==> config.mk <==
export PLATFORM = sky130hd
export DESIGN_NAME = bcd_gated_freq_counter_flat
export DESIGN_NICKNAME = d
export VERILOG_FILES = /design/src/rtl/bcd_gated_freq_counter_pkg.sv /design/src/rtl/bcd_gated_freq_counter_if.sv /design/src/rtl/bcd_gated_freq_counter_bcd_decade.sv /design/src/rtl/bcd_gated_freq_counter.sv /design/src/flat_wrapper.sv
export SDC_FILE = /design/constraint.sdc
export NUM_CORES = 1
export LEC_CHECK = 0
export CAP_MARGIN = 20
export CORE_ASPECT_RATIO = 1.4
export CORE_UTILIZATION = 30
export DETAILED_ROUTE_END_ITERATION = 10
export HOLD_SLACK_MARGIN = 0.02
export PLACE_DENSITY_LB_ADDON = 0.12
export SKIP_CTS_REPAIR_TIMING = 1
export SLEW_MARGIN = 0
export SYNTH_ARGS = -nofsm -noshare
export SYNTH_HDL_FRONTEND = slang
export SYNTH_SLANG_ARGS = --single-unit
==> constraint.sdc <==
create_clock -name clock -period 1.85 [get_ports clock]
set_input_delay 0.2775 -clock clock [delete_from_list [all_inputs] [get_ports clock]]
set_output_delay 0.2775 -clock clock [all_outputs]
set_load 0.05 [all_outputs]
==> src/rtl/bcd_gated_freq_counter_pkg.sv <==
// ---------------------------------------------------------------------------
// bcd_gated_freq_counter_pkg : shared constants and window-phase decode
// Rev 1.0
// ---------------------------------------------------------------------------
`default_nettype none

package bcd_gated_freq_counter_pkg;

  localparam int          DIGIT_W   = 4;
  localparam logic [3:0]  BCD_MAX   = 4'd9;
  localparam int          EDGE_RISE = 0;
  localparam int          EDGE_BOTH = 1;

  typedef enum logic [1:0] {
    WIN_IDLE  = 2'd0,
    WIN_OPEN  = 2'd1,
    WIN_COUNT = 2'd2,
    WIN_CLOSE = 2'd3
  } win_phase_e;

  function automatic win_phase_e win_phase(input logic gate, input logic gate_d);
    win_phase_e ph;
    case ({gate, gate_d})
      2'b10:   ph = WIN_OPEN;
      2'b11:   ph = WIN_COUNT;
      2'b01:   ph = WIN_CLOSE;
      default: ph = WIN_IDLE;
    endcase
    return ph;
  endfunction

endpackage

`default_nettype wire

==> src/rtl/bcd_gated_freq_counter_if.sv <==
// ---------------------------------------------------------------------------
// bcd_gated_freq_counter_if : signal-in / gate / latched-result bundle
// Rev 1.0
// ---------------------------------------------------------------------------
`default_nettype none

interface bcd_gated_freq_counter_if #(
  parameter int DIGITS = 6
);
  logic                  sig_in;
  logic                  gate;
  logic [4*DIGITS-1:0]   result;
  logic                  result_ovf;
  logic                  result_valid;
  logic                  busy;

  modport master (
    output sig_in, gate,
    input  result, result_ovf, result_valid, busy
  );

  modport slave (
    input  sig_in, gate,
    output result, result_ovf, result_valid, busy
  );
endinterface

`default_nettype wire

==> src/rtl/bcd_gated_freq_counter_bcd_decade.sv <==
// ---------------------------------------------------------------------------
// bcd_decade : one 0-9 BCD digit with synchronous load and ripple carry
// Rev 1.0
// ---------------------------------------------------------------------------
`default_nettype none

module bcd_decade
  import bcd_gated_freq_counter_pkg::*;
(
  input  logic               clock,
  input  logic               clear,
  input  logic               load,
  input  logic [DIGIT_W-1:0] load_val,
  input  logic               c_in,
  output logic               c_out,
  output logic [DIGIT_W-1:0] digit
);

  logic [DIGIT_W-1:0] digit_q;
  logic [DIGIT_W-1:0] digit_d;

  always_comb begin
    digit_d = digit_q;
    if (load) begin
      digit_d = load_val;
    end else if (c_in) begin
      digit_d = (digit_q == BCD_MAX) ? '0 : digit_q + 1'b1;
    end
  end

  always_ff @(posedge clock or posedge clear) begin
    if (clear) digit_q <= '0;
    else       digit_q <= digit_d;
  end

  // Carry is combinational so the whole chain settles within one cycle.
  assign c_out = c_in & (digit_q == BCD_MAX);
  assign digit = digit_q;

endmodule

`default_nettype wire

==> src/rtl/bcd_gated_freq_counter.sv <==
// ---------------------------------------------------------------------------
// bcd_gated_freq_counter : gated multi-decade BCD edge counter with latch
// Rev 1.0
// ---------------------------------------------------------------------------
`default_nettype none

module bcd_gated_freq_counter
  import bcd_gated_freq_counter_pkg::*;
#(
  parameter int DIGITS      = 6,
  parameter int SYNC_STAGES = 2,
  parameter int EDGE_MODE   = 0
) (
  input  logic                    clock,
  input  logic                    clear,
  bcd_gated_freq_counter_if.slave bus
);

  localparam int RES_W = DIGIT_W * DIGITS;

  logic [SYNC_STAGES-1:0] sync_q, sync_d;
  logic                   s_d_q, s_d_d;
  logic                   gate_d_q, gate_d_d;
  logic                   sticky_ovf_q, sticky_ovf_d;
  logic [RES_W-1:0]       result_q, result_d;
  logic                   result_ovf_q, result_ovf_d;
  logic                   result_valid_q, result_valid_d;

  logic                   s;
  logic                   inc;
  win_phase_e             phase;
  logic                   load;
  logic [DIGITS:0]        carry;
  logic [RES_W-1:0]       count;

  assign s     = sync_q[SYNC_STAGES-1];
  assign phase = win_phase(bus.gate, gate_d_q);
  assign load  = (phase == WIN_OPEN);

  generate
    if (EDGE_MODE == EDGE_BOTH) begin : g_edge_both
      assign inc = s ^ s_d_q;
    end else begin : g_edge_rise
      assign inc = s & ~s_d_q;
    end
  endgenerate

  // Only the counting phase feeds the chain; open loads, close ignores inc.
  assign carry[0] = inc & (phase == WIN_COUNT);

  generate
    for (genvar g = 0; g < DIGITS; g++) begin : g_decade
      logic [DIGIT_W-1:0] lv;
      if (g == 0) begin : g_lsd
        assign lv = {{(DIGIT_W-1){1'b0}}, inc};
      end else begin : g_upper
        assign lv = '0;
      end
      bcd_decade u_decade (
        .clock    (clock),
        .clear    (clear),
        .load     (load),
        .load_val (lv),
        .c_in     (carry[g]),
        .c_out    (carry[g+1]),
        .digit    (count[g*DIGIT_W +: DIGIT_W])
      );
    end
  endgenerate

  always_comb begin
    sync_d         = {sync_q[SYNC_STAGES-2:0], bus.sig_in};
    s_d_d          = s;
    gate_d_d       = bus.gate;
    sticky_ovf_d   = sticky_ovf_q;
    result_d       = result_q;
    result_ovf_d   = result_ovf_q;
    result_valid_d = 1'b0;
    case (phase)
      WIN_OPEN:  sticky_ovf_d = 1'b0;
      WIN_COUNT: if (carry[DIGITS]) sticky_ovf_d = 1'b1;
      WIN_CLOSE: begin
        result_d       = count;
        result_ovf_d   = sticky_ovf_q;
        result_valid_d = 1'b1;
      end
      default: ;
    endcase
  end

  always_ff @(posedge clock or posedge clear) begin
    if (clear) begin
      sync_q         <= '0;
      s_d_q          <= 1'b0;
      gate_d_q       <= 1'b0;
      sticky_ovf_q   <= 1'b0;
      result_q       <= '0;
      result_ovf_q   <= 1'b0;
      result_valid_q <= 1'b0;
    end else begin
      sync_q         <= sync_d;
      s_d_q          <= s_d_d;
      gate_d_q       <= gate_d_d;
      sticky_ovf_q   <= sticky_ovf_d;
      result_q       <= result_d;
      result_ovf_q   <= result_ovf_d;
      result_valid_q <= result_valid_d;
    end
  end

  assign bus.result       = result_q;
  assign bus.result_ovf   = result_ovf_q;
  assign bus.result_valid = result_valid_q;
  assign bus.busy         = gate_d_q;

endmodule

`default_nettype wire

==> src/flat_wrapper.sv <==
// flat-port wrapper written by rule: the top's interface ports become plain ports
module bcd_gated_freq_counter_flat import bcd_gated_freq_counter_pkg::*;
#(
  parameter int DIGITS      = 6,
  parameter int SYNC_STAGES = 2,
  parameter int EDGE_MODE   = 0
)
  (clock, clear, bus_sig_in, bus_gate, bus_result, bus_result_ovf, bus_result_valid, bus_busy);
  bcd_gated_freq_counter_if #(.DIGITS(DIGITS)) bus_i ();
  input  logic clock;
  input  logic clear;
  input wire logic [$bits(bus_i.sig_in)-1:0] bus_sig_in;
  input wire logic [$bits(bus_i.gate)-1:0] bus_gate;
  output wire logic [$bits(bus_i.result)-1:0] bus_result;
  output wire logic [$bits(bus_i.result_ovf)-1:0] bus_result_ovf;
  output wire logic [$bits(bus_i.result_valid)-1:0] bus_result_valid;
  output wire logic [$bits(bus_i.busy)-1:0] bus_busy;
  assign bus_i.sig_in = bus_sig_in;
  assign bus_i.gate = bus_gate;
  assign bus_result = bus_i.result;
  assign bus_result_ovf = bus_i.result_ovf;
  assign bus_result_valid = bus_i.result_valid;
  assign bus_busy = bus_i.busy;
  bcd_gated_freq_counter #(.DIGITS(DIGITS), .SYNC_STAGES(SYNC_STAGES), .EDGE_MODE(EDGE_MODE)) u_core (.clock(clock), .clear(clear), .bus(bus_i));
endmodule
==> impl_metrics.yaml <==
worst_setup_path:
  crit_fanout: 8
  cp-end-kind: "register"
  rr_worst_depth: 6
  cpLargestDelayFamily: "simple AND/OR/NAND/NOR gates"
  rr_endpoint: "u_core.g_decade[4].u_decade.digit[0]"
  max_stage_delay_ps: 540
  cp_num_buf_inv: 1
  cp_slowest_cell: "or4_4"
  worst-r2r-setup-slack_ps: 70
  rr_startpoint: "u_core.g_decade[1].u_decade.digit[1]"
  critPathLaunchType: "register"
  worst-setup-path-type: "reg2reg"
  crit_chain: "inv_1, ha_1, and3b_2, nand3_4, or4_4, a21oi_2"
  worstPathRequired_ps: 2070
  cp.arrival_ps: 2000
detailed_routing:
  dr.pass1.iters: 5
  num_vias: 2028
  initialDrtViolationCount: 135
  final_antenna_net_count: 0
  post-route-drc-count: 0
  drt-wirelength-per-cell_um: 13.44
  vias_per_cell: 4.829
  wl_um: 5643
power_and_ir_drop:
  p_per_area_nw_per_um2: 711.2
  power_mw: 2.355
  vdd.ir_drop.worst_uv: 415.4
  power.leakage_nw: 1.594
clock_network:
  path_clk_slew_ps: 70
  cts_tree: "done"
  clk_latency_ps: 290
  ctsLongestPathBuffers: 2
  clock_sinks: 55
  numCtsBuffers: 5
  h-tree-depth: 2
  cts_root_buf: "clkbuf_16"
place:
  finalWeightedCongestion: 0.8026
  hpwl_um: 3823
  port_buffers: 30
  place_area_um2: 3138
timing:
  holdWs_ps: 349.4
  fin_crit_sh: 0.9643
  fmax_mhz: 560.6
  worstMarginPinSlew_ps: 664.0
  clock_skew_ps: 5.417
  relSlewSlack: 0.5568
  min_period_ps: 1784
  slew_violations: 0
  finalSetupTns_ps: 0
  final_hold_viol_count: 0
  setup_viol: 0
hold_path:
  min_to: "u_core.sync_q[1]"
  min_path_cells: 0
  min_from: "u_core.sync_q[0]"
  min_path_type: "reg2reg"
synth:
  yosysTopAreaCellShare: 0.5384
  yosys_most_used_dff: "dfrtp_1"
  synth_common_cells: "nand2_1, dfrtp_1, o21ai_0"
  yosysMostFrequentCell: "nand2_1"
  yosysTopAreaCell: "dfrtp_1"
  synthArstFlopShare: 1.000
  synthCells: 263
  synth_cell_type_count: 38
  yosys_warnings: 0
  synth_edf_count: 0
  synth-seq-cells: 55
  synthesis.area_um2: 2556
  syn_nets: 279
  ys_seq_area_frac: 0.5384
  syn_avg_cell_area_um2: 9.719
  synth_area_leaders: "dfrtp_1, nand2_1, ha_1"
final_layout:
  final_util: 0.4038
  n_antenna_cell: 0
  syn_to_final_growth_pct: 29.52
  fillers: 836
  stdcell_area_um2: 3311
  layout-drive-gt1-share: 0.1730
  nets: 333
floorplanning:
  start_util: 0.3118
  die_y_um: 111.2
  die_x_um: 80.02
  die-area_um2: 8899
  row_count: 39
  core_area_um2: 8198
  ioPinCount: 31
grt:
  grt_usage: 0.1408
  overflow: 0
  antenna_found_initial: 0
  grt_max_degree: 56
  grt_first_pass_wirelength_um: 9825
  grt_pass1_vias: 2007
flow_run:
  cap_violations: 0
status:
  run_status: "completed"
==> through the flow <==
step	std cells	setup slack, ps
floorplan	263	59.48
global placement	412	-174.8
detailed placement	412	-226.1
CTS	420	48.19
global route	420	-24.06
finish	420	66.12
==> placed cells by master (no fill, tap or decap), types with 4 or more instances in the layout <==
cell type        synthesis  layout
o31ai_1                  5       5
or3_1                    5       5
nand3_1                 12      12
dfrtp_1                 55      54
a21oi_1                  8       5
and3b_1                  6       4
clkbuf_16                0       5
inv_1                   11      10
buf_4                    0      32
nand2_1                 73      72
ha_1                    12      12
o21ai_0                 19      19
mux2i_1                  4       4
nor2_1                   5       5
clkdlybuf4s50_1          0      25
==> cell type report <==
type                            instances  area [um^2]  area share
Multi-Input combinational cell        186         1106      0.3341
Inverter                               11        41.29     0.01247
Sequential cell                        55         1378      0.4161
Timing Repair Buffer                   58        510.5      0.1542
Tap cell                              102        127.6     0.03855
Clock buffer                            7        142.6     0.04308
Clock inverter                          1        5.005    0.001512
==> state kept, by name, summed over array words and instances, names as in the netlist <==
register                        count
u_core.bus.result_valid             1
u_core.sticky_ovf_q                 1
u_core.bus.busy                     1
u_core.sync_q                       2
u_core.bus.result_ovf               1
u_core.bus.result                  24
u_core.s_d_q                        1
u_core.g_decade.u_decade.digit     24
==> how the worst max path moves through the flow <==
stage                                               startpoint                                    to  slack, ps  cells after the start
after detailed placement                              bus_gate  u_core.g_decade[4].u_decade.digit[3]       -230                      5
after CTS                 u_core.g_decade[1].u_decade.digit[1]  u_core.g_decade[4].u_decade.digit[3]         50                      6
after global placement                                bus_gate  u_core.g_decade[4].u_decade.digit[3]       -170                      5
after global routing      u_core.g_decade[1].u_decade.digit[1]  u_core.g_decade[4].u_decade.digit[0]        -20                      6
final                     u_core.g_decade[1].u_decade.digit[1]  u_core.g_decade[4].u_decade.digit[0]         70                      6
after floorplan           u_core.g_decade[0].u_decade.digit[1]  u_core.g_decade[2].u_decade.digit[2]         60                      8
==> per-layer routing <==
layer / vias to the layer above / share of wire / global-route usage
met2: 41 / 0.49 / 0.2296
li1: 1008 / - / -
met5: - / 0 / 0
met4: 0 / 0.024 / 0.05476
met1: 969 / 0.46 / 0.1853
met3: 10 / 0.030 / 0.02058
==> logic make-up (layout without fill, tap and decap cells) <==
group	after synthesis	after routing	synth area share
AND/OR/NAND/NOR	127	127	0.2438
multiplexers	5	5	0.02007
XOR/XNOR	2	2	0.006854
buffers and inverters	22	77	0.03867
adder cells (fa/ha/maj)	12	12	0.05874
flip-flops	55	55	0.5384
AO/OA/AOI/OAI	40	40	0.09349
==> where the power goes <==
part / internal, mW / total (mW) / switching [mW] / leakage (nW)
combinational: 0.0566 / 0.168 / 0.111 / 0.766
clock: 0.538 / 0.959 / 0.420 / 0.0739
sequential: 1.22 / 1.23 / 0.00995 / 0.755
Power figures use the tool's default switching activity.
